File: src/rtl/axil_rd_arb_pkg.sv
// Shared types and constants for the AXI4-Lite read arbiter and its round-robin helper.
// The optional data-phase timeout is enabled with the AXIL_RD_TIMEOUT_EN macro.
package axil_rd_arb_pkg;

    typedef enum logic [1:0] {
        IDLE  = 2'd0,
        ADDR  = 2'd1,
        DATA  = 2'd2,
        DRAIN = 2'd3
    } state_t;

    localparam logic [1:0] RRESP_OKAY   = 2'b00;
    localparam logic [1:0] RRESP_SLVERR = 2'b10;

    // Index width for a grant number; never narrower than one bit.
    function automatic int clog2_m(input int n);
        return (n <= 2) ? 1 : $clog2(n);
    endfunction

endpackage

File: src/rtl/rr_arbiter.sv
// Combinational round-robin selector: first set request at or above the pointer, wrapping.
// Produces both a one-hot grant and the binary index of the winner.
module rr_arbiter
    import axil_rd_arb_pkg::*;
#(
    parameter int NUM_M = 2,
    localparam int IDX_W = clog2_m(NUM_M)
) (
    input  logic [NUM_M-1:0] i_req,
    input  logic [IDX_W-1:0] i_ptr,
    output logic [NUM_M-1:0] o_grant,
    output logic [IDX_W-1:0] o_idx,
    output logic             o_valid
);

    // Scan NUM_M positions starting at the pointer; the first hit wins.
    always_comb begin
        int k;
        k       = 0;
        o_grant = '0;
        o_idx   = '0;
        o_valid = 1'b0;
        for (int i = 0; i < NUM_M; i++) begin
            k = int'(i_ptr) + i;
            if (k >= NUM_M) begin
                k = k - NUM_M;
            end
            if (!o_valid && i_req[k]) begin
                o_valid    = 1'b1;
                o_grant[k] = 1'b1;
                o_idx      = IDX_W'(k);
            end
        end
    end

endmodule

File: src/rtl/axil_read_arbiter.sv
// Shares one AXI4-Lite read slave port among NUM_M masters, one outstanding read at a time.
// Define AXIL_RD_TIMEOUT_EN to add the data-phase timeout with SLVERR and DRAIN recovery.
module axil_read_arbiter
    import axil_rd_arb_pkg::*;
#(
    parameter int NUM_M          = 2,
    parameter int ADDR_W         = 32,
    parameter int DATA_W         = 32,
    parameter int TIMEOUT_CYCLES = 256
) (
    input  logic                    ACLK,
    input  logic                    ARESETn,
    input  logic [NUM_M-1:0]        s_arvalid,
    input  logic [NUM_M*ADDR_W-1:0] s_araddr,
    output logic [NUM_M-1:0]        s_arready,
    output logic [NUM_M-1:0]        s_rvalid,
    input  logic [NUM_M-1:0]        s_rready,
    output logic [DATA_W-1:0]       s_rdata,
    output logic [1:0]              s_rresp,
    output logic                    m_arvalid,
    output logic [ADDR_W-1:0]       m_araddr,
    input  logic                    m_arready,
    input  logic                    m_rvalid,
    output logic                    m_rready,
    input  logic [DATA_W-1:0]       m_rdata,
    input  logic [1:0]              m_rresp
);

    localparam int IDX_W = clog2_m(NUM_M);

    state_t             r_state;
    state_t             w_nextState;
    logic [IDX_W-1:0]   r_grant;
    logic [IDX_W-1:0]   r_ptr;
    logic [IDX_W-1:0]   w_nextPtr;
    logic [IDX_W-1:0]   w_arbIdx;
    logic [NUM_M-1:0]   w_arbGrant;
    logic               w_arbValid;
    logic               w_release;
    logic [ADDR_W-1:0]  r_araddr;
    logic [ADDR_W-1:0]  w_selAddr;
    logic               w_timedOut;

    rr_arbiter #(
        .NUM_M (NUM_M)
    ) u_rrArbiter (
        .i_req   (s_arvalid),
        .i_ptr   (r_ptr),
        .o_grant (w_arbGrant),
        .o_idx   (w_arbIdx),
        .o_valid (w_arbValid)
    );

    always_comb begin
        w_selAddr = '0;
        for (int i = 0; i < NUM_M; i++) begin
            if (w_arbGrant[i]) begin
                w_selAddr = w_selAddr | s_araddr[i*ADDR_W +: ADDR_W];
            end
        end
    end

    assign w_nextPtr = (r_grant == IDX_W'(NUM_M - 1)) ? '0 : r_grant + 1'b1;
    assign m_araddr  = r_araddr;

`ifdef AXIL_RD_TIMEOUT_EN
    localparam int CNT_W = $clog2(TIMEOUT_CYCLES + 1);

    logic [CNT_W-1:0] r_toCount;

    assign w_timedOut = (r_state == DATA) && (r_toCount == CNT_W'(TIMEOUT_CYCLES));

    // Counter sits at zero outside DATA and saturates once the limit is reached.
    always_ff @(posedge ACLK or negedge ARESETn) begin
        if (!ARESETn) begin
            r_toCount <= '0;
        end else if (r_state != DATA) begin
            r_toCount <= '0;
        end else if (!(m_rvalid && m_rready) && !w_timedOut) begin
            r_toCount <= r_toCount + 1'b1;
        end
    end
`else
    assign w_timedOut = 1'b0;
`endif

    always_ff @(posedge ACLK or negedge ARESETn) begin
        if (!ARESETn) begin
            r_state  <= IDLE;
            r_grant  <= '0;
            r_ptr    <= '0;
            r_araddr <= '0;
        end else begin
            r_state <= w_nextState;
            if (r_state == IDLE && w_arbValid) begin
                r_grant  <= w_arbIdx;
                r_araddr <= w_selAddr;
            end
            if (w_release) begin
                r_ptr <= w_nextPtr;
            end
        end
    end

    // Only the granted master ever sees ARREADY/RVALID; data is broadcast to all.
    always_comb begin
        w_nextState = r_state;
        w_release   = 1'b0;
        s_arready   = '0;
        s_rvalid    = '0;
        m_arvalid   = 1'b0;
        m_rready    = 1'b0;
        s_rdata     = m_rdata;
        s_rresp     = m_rresp;
        case (r_state)
            IDLE: begin
                if (w_arbValid) begin
                    w_nextState = ADDR;
                end
            end
            ADDR: begin
                m_arvalid          = 1'b1;
                s_arready[r_grant] = m_arready;
                if (m_arready) begin
                    w_nextState = DATA;
                end
            end
            DATA: begin
                if (w_timedOut) begin
                    s_rvalid[r_grant] = 1'b1;
                    s_rdata           = '0;
                    s_rresp           = RRESP_SLVERR;
                    if (s_rready[r_grant]) begin
                        w_nextState = DRAIN;
                    end
                end else begin
                    s_rvalid[r_grant] = m_rvalid;
                    m_rready          = s_rready[r_grant];
                    if (m_rvalid && s_rready[r_grant]) begin
                        w_nextState = IDLE;
                        w_release   = 1'b1;
                    end
                end
            end
            DRAIN: begin
                // The late slave beat belongs to the abandoned read and is swallowed here.
                m_rready = 1'b1;
                if (m_rvalid) begin
                    w_nextState = IDLE;
                    w_release   = 1'b1;
                end
            end
            default: begin
                w_nextState = IDLE;
            end
        endcase
    end

endmodule

File: config.mk
export PLATFORM = sky130hd
export DESIGN_NAME = axil_read_arbiter
export DESIGN_NICKNAME = d
export VERILOG_FILES = /design/src/rtl/axil_rd_arb_pkg.sv /design/src/rtl/rr_arbiter.sv /design/src/rtl/axil_read_arbiter.sv
export SDC_FILE = /design/constraint.sdc
export NUM_CORES = 1
export LEC_CHECK = 0
export ABC_AREA = 1
export BUFFER_PORTS_ARGS = -buffer_cell sky130_fd_sc_hd__buf_4
export CORE_MARGIN = 4
export CORE_UTILIZATION = 39
export CTS_BUF_LIST = sky130_fd_sc_hd__clkbuf_4 sky130_fd_sc_hd__clkbuf_8 sky130_fd_sc_hd__clkbuf_16
export DETAILED_ROUTE_END_ITERATION = 8
export GPL_TIMING_DRIVEN = 0
export HOLD_SLACK_MARGIN = 0.08
export PLACE_DENSITY = 0.81
export SETUP_SLACK_MARGIN = 0.05
export SYNTH_ARGS = -nofsm -noshare
export SYNTH_HDL_FRONTEND = slang
export SYNTH_SLANG_ARGS = --single-unit
File: constraint.sdc
create_clock -name ACLK -period 1.8 [get_ports ACLK]
set_clock_uncertainty 0.15 [all_clocks]
set_input_delay 0.09 -clock ACLK [delete_from_list [all_inputs] [get_ports ACLK]]
set_output_delay 0.09 -clock ACLK [all_outputs]
set_load 0.1 [all_outputs]
# Word-level counts from Yosys, hierarchy flattened
# Index checks and enable logic that the tools add are counted.
dict set report word_totals {
  regBits 36
  latchBits 0
  ram_bits 0
  romBits 0
  output_inout_bits 72
  mem_count 0
}
dict set report classes {
  addsub 4
  multipliers 0
  div 0
  magnitude_cmp 8
  eq_ne 7
  shifts 0
  n_mux 37
  n_bitwise 4
  reduce_logical 9
}
# op n
set ops {}
lappend ops {{32-bit 2-to-1 mux} 4}
lappend ops {{32-bit by 1-bit greater-or-equal comparator with 1-bit output (second input constant)} 2}
lappend ops {{32-bit by 3-bit < comparator with 1-bit output (second input constant)} 2}
lappend ops {{32-bit by 3-bit greater-or-equal comparator with 1-bit output (second input constant)} 1}
lappend ops {{32-bit OR} 1}
lappend ops {{32-bit by 3-bit subtractor with 32-bit output (second input constant)} 1}
lappend ops {{1-bit 2-to-1 mux} 19}
lappend ops {{2-bit 2-to-1 mux} 8}
lappend ops {{2-bit inequality test (second input constant)} 4}
lappend ops {{2-bit case mux with 4 select lines} 1}
lappend ops {{1-bit logical AND} 6}
lappend ops {{2-bit AND} 2}
lappend ops {{2-bit == test (second input constant)} 2}
lappend ops {{1-bit case mux with 2 select lines} 2}
lappend ops {{4-bit AND reduction} 1}
lappend ops {{1-bit demux with 1-bit select} 3}
lappend ops {{1-bit by 2-bit subtractor with 3-bit output (second input constant)} 1}
lappend ops {{1-bit by 1-bit adder with 2-bit output (second input constant)} 1}
lappend ops {{2-bit by 1-bit == test with 1-bit output (second input constant)} 1}
lappend ops {{1-bit by 2-bit greater-or-equal comparator with 1-bit output (second input constant)} 1}
lappend ops {{2-bit logical NOT} 1}
lappend ops {{1-bit by 2-bit < comparator with 1-bit output (second input constant)} 1}
lappend ops {{2-bit OR} 1}
lappend ops {{1-bit adder (second input constant)} 1}
lappend ops {{2 further kinds} 2}

# Logic depth before layout (Yosys ltp)
dict set report logic_depth {
  ltp_word 12
  mapped_depth 8
  ltp_nobuf 7
}

# By module
# A second synthesis with hierarchy kept.
dict set report hier_totals {
  cells_unflattened 326
  area_unflattened_um2 2253.4
}
# mod instances cells_per_inst area_per_inst_um2
set by_module_without_submodules {}
lappend by_module_without_submodules {axil_read_arbiter 1 312 2198.4}
lappend by_module_without_submodules {rr_arbiter 1 14 55.1}

# Least setup slack after synthesis
# No wires, ideal clock.
dict set report synth_timing {
  kind {reg-to-output}
  start {register r_state[1]}
  end {output s_arready[0]}
  arrival_ns 3.288
  t_required_ns 1.560
  setup_slack_ns -1.728
  path_stages_with_launch 4
  path_cell_list {dfrtp_1 -> nor2_1 -> nand2_1 -> nor2_1}
}
dict set report synth_between {
  elab_chain_len 2
}
# element line
set synth_lines {}
lappend synth_lines {{start: declaration} axil_read_arbiter.sv:31} ;# state_t r_state;
lappend synth_lines {{start signal: assignment} axil_read_arbiter.sv:94} ;# r_state <= w_nextState;
lappend synth_lines {{2-bit by 1-bit == test with 1-bit output} axil_read_arbiter.sv:115} ;# case (r_state)
lappend synth_lines {{2-bit 2-to-1 mux} axil_read_arbiter.sv:115}
lappend synth_lines {{end: declaration} axil_read_arbiter.sv:15} ;# output logic [NUM_M-1:0] s_arready,
# No other way between the ends.

# Final worst setup path
dict set report layout_timing {
  start {register r_grant}
  end {output m_rready}
}
dict set report layout_between {
  elab_chain_len 3
}
# element line
set layout_lines {}
lappend layout_lines {{start: declaration} axil_read_arbiter.sv:33} ;# logic [IDX_W-1:0] r_grant;
lappend layout_lines {{start signal: assignment} axil_read_arbiter.sv:96} ;# r_grant <= w_arbIdx;
lappend layout_lines {{1-bit 2-to-1 mux (not written as such) (2 in series)} axil_read_arbiter.sv:138} ;# m_rready = s_rready[r_grant];
lappend layout_lines {{1-bit case mux with 2 select lines} axil_read_arbiter.sv:115}
lappend layout_lines {{end: declaration} axil_read_arbiter.sv:24} ;# output logic m_rready,
# No other way between the ends. The select of a mux whose other input is x is not followed.

==> reports/metrics.yaml <==
run_status:
  status: "finished, final reports clean"
die:
  die_area_sq_mm: 0.00666
  die_h_microns: 81.6
  die_x_microns: 81.6
  start_util_pct: 40.9
  rows: 26
  ios: 178
  coreArea_sq_mm: 0.00517
synth:
  synth_seq_cells: 36
  syn_nets: 395
  yosysMostFrequentCell: "nand2_1"
  synth-compound-area-share_pct: 1.42
  ys_top_cells_by_count: "nand2_1, nand3_1, buf_4, dfrtp_1, buf_2"
  synth-seq-area-share_pct: 42.6
  synth_fa_ha_area_share_pct: 0
  syn_inst: 289
  synth_edf_count: 0
  synth.largest_area_cell: "dfrtp_1"
  synth_async_sr_flop_share_pct: 100
  synthXorXnorAreaFrac_pct: 0
  ys_warn_count: 0
  avgSynthCellArea_sq_um: 7.32
  ys.flop_type: "dfrtp_1"
  synth_area_leaders: "dfrtp_1, nand2_1, buf_4"
  synth_top_family_by_area: "simple AND/OR/NAND/NOR gates"
  syn_area_sq_mm: 0.00211
  synth.area.mux_share_pct: 0
  synth_simple_gate_area_share_pct: 37.2
  synth_cell_types: 15
  yosysTopAreaCellShare_pct: 42.6
sta:
  final_hold_viol_count: 0
  slew-limit-headroom_pct: 68.5
  rsz0062_at_grt: "yes"
  finalSetupTns_ns: 0
  min_period_over_period_pct: 92.8
  max_clock_freq_ghz: 0.598
  tightest_slew_ns: 0.473
  min_period_ns: 1.67
  finalSetupViolations: 0
  report.final.slew_viol_count: 0
routing:
  dr.pass1.iters: 4
  ant_nets: 0
  drtIter0Drc: 108
  wire_per_inst_microns: 15.0
  wirelength_microns: 8710
  drcViolationCount: 0
  viasPerCell: 4.74
  vias: 2755
worst_hold_path:
  min_path_type: "input port to flop"
  min_to: "r_state[1]"
  hold_path_depth: 8
  min-delay-start: "s_rready[0]"
final_layout:
  drive_above_1_share_pct: 42.6
  area_growth_pct: 96.2
  fin_area_sq_mm: 0.00415
  ff_latch_area_sq_um: 903
  num-nets-final: 614
  multi_input_area_sq_um: 867
  fill_cells: 340
clocking:
  cts_tree: "yes"
  clock_tree.root_cell: "clkbuf_8"
  cts_buffer_depth: 2
  cts_buffers: 5
  clk_latency_ns: 0.28
  clk_pin_slew_ns: 0.07
  clock_sink_count: 36
  cts-htree-levels: 2
critical_path:
  critPathSlowestCell: "dfrtp_2"
  worstSetupPathType: "flop to primary output"
  critPathBufInv: 2
  path_max_fanout: 5
  cp_top_family: "flip-flops"
  worst-path-stages: 5
  crit_arrival_ns: 1.43
  cp.required_ns: 1.56
  crit_path_cell_trace: "inv_1, nand2_1, nand3_1, nand2_2, buf_6"
  reg2reg_depth: 7
  cp-start-kind: "flop"
  r2r-start: "r_ptr"
  worst_r2r_endpoint: "m_araddr[22]"
  cpPeakStageDelay_ns: 0.45
  endpoint_kind: "primary output"
  r2r_slack_ns: 0.14
global_route:
  grt_pass1_wl_microns: 12700
  grt_max_degree: 37
  overflow: 0
  grtUsageTotal_pct: 25.3
  antenna_found_initial: 0
  grt_pass1_vias: 2735
placement:
  place_area_sq_mm: 0.00331
  globalplace.congestion: 0.726
  portBuffers: 143
  hpwl_microns: 5350
power:
  power.leakage_uw: 0.00227
  p_per_area_mw_per_mm2: 1770
  vdd_drop_max_v: 0.00162
flow_run:
  cap_violations: 0
[sequential cells by signal (all words and copies together), names as in the netlist]
name and cells:
r_state 2, r_ptr 1, r_grant 1, m_araddr 32
[cell families (layout without fill, tap and decap cells)]
kind of cell / count (synthesis) / in the layout
AOI/OAI and AO/OA: 3 / 3
buffers and inverters: 59 / 279
DFF: 36 / 36
other: 0 / 2
and+or+nand+nor: 191 / 191
[layout by cell type, fill, tap and decap left out, types with 2 or more instances in the layout]
cell,count
a21oi_4,2
buf_2,8
buf_4,176
buf_6,9
clkbuf_8,5
dfrtp_1,34
dfrtp_2,2
diode_2,2
dlygate4sd3_1,67
inv_1,7
inv_2,4
nand2_1,132
nand3_1,49
nor2_4,4
nor3_2,2
[cell type report]
| type | instances | share of cell area, % |
|---|---|---|
| antenna | 2 | 0.121 |
| multi-input combinational | 194 | 20.9 |
| tap | 70 | 2.11 |
| clock inverter | 2 | 0.844 |
| timing repair buffer | 212 | 42.9 |
| inverter | 11 | 0.995 |
| sequential | 36 | 21.8 |
| clock buffer | 6 | 1.84 |
| buffer | 48 | 8.56 |
[power by group]
part	internal, uW	switching, uW
clock	426	291
sequential	1170	249
combinational	1240	3990
[timing repair]
item / CTS / global route
hold buffers: 67 / 0
hold endpoints to repair: 71 / 0
buffers inserted: 0 / 2
gates resized for setup: 0 / 10
setup endpoints to repair: 0 / 7
[tightest hold or removal path: stages]
cell	delay, ns
buf_4	0.08
inv_1	0.03
nand2_1	0.08
nand3_1	0.07
nand2_1	0.06
nand2_1	0.04
nand2_1	0.05
nand2_1	0.04
[metal layers]
layer / up-vias / track usage, % / share of wire, %
met5: - / 0 / 0
met4: 0 / 13.8 / 4.3
met3: 34 / 7.57 / 10
met2: 156 / 44.9 / 51
met1: 1258 / 26.8 / 35
li1: 1307 / - / -
[worst max-delay path by stage]
| stage | start | to | slack, ns |
|---|---|---|---|
| 3_3_place_gp | r_state[1] | m_araddr[6] | 0.28 |
| 3_5_place_dp | r_state[1] | m_araddr[28] | 0.23 |
| 5_1_grt | r_state[1] | s_rvalid[1] | 0.0003 |
| 4_1_cts | r_state[1] | s_rvalid[1] | 0.06 |
| 6_report | r_grant | m_rready | 0.13 |
| 2_1_floorplan | r_state[1] | s_rvalid[0] | -0.29 |
[stage by stage]
step / std cells / total power [uW] / hold WS [ns] / setup WS [ns] / util, %
floorplan: 289 / 5300 / -0.356 / -0.285 / -
global placement: 502 / 6370 / -0.0769 / 0.282 / 64.0
detailed placement: 502 / 6440 / -0.0676 / 0.232 / 64.0
CTS: 577 / 7290 / 0.101 / 0.0641 / 79.1
global route: 579 / 7710 / 0.167 / 0.000293 / 80.1
finish: 581 / 7360 / 0.130 / 0.129 / 80.2
Note: power is estimated with default switching activity, not from simulation.
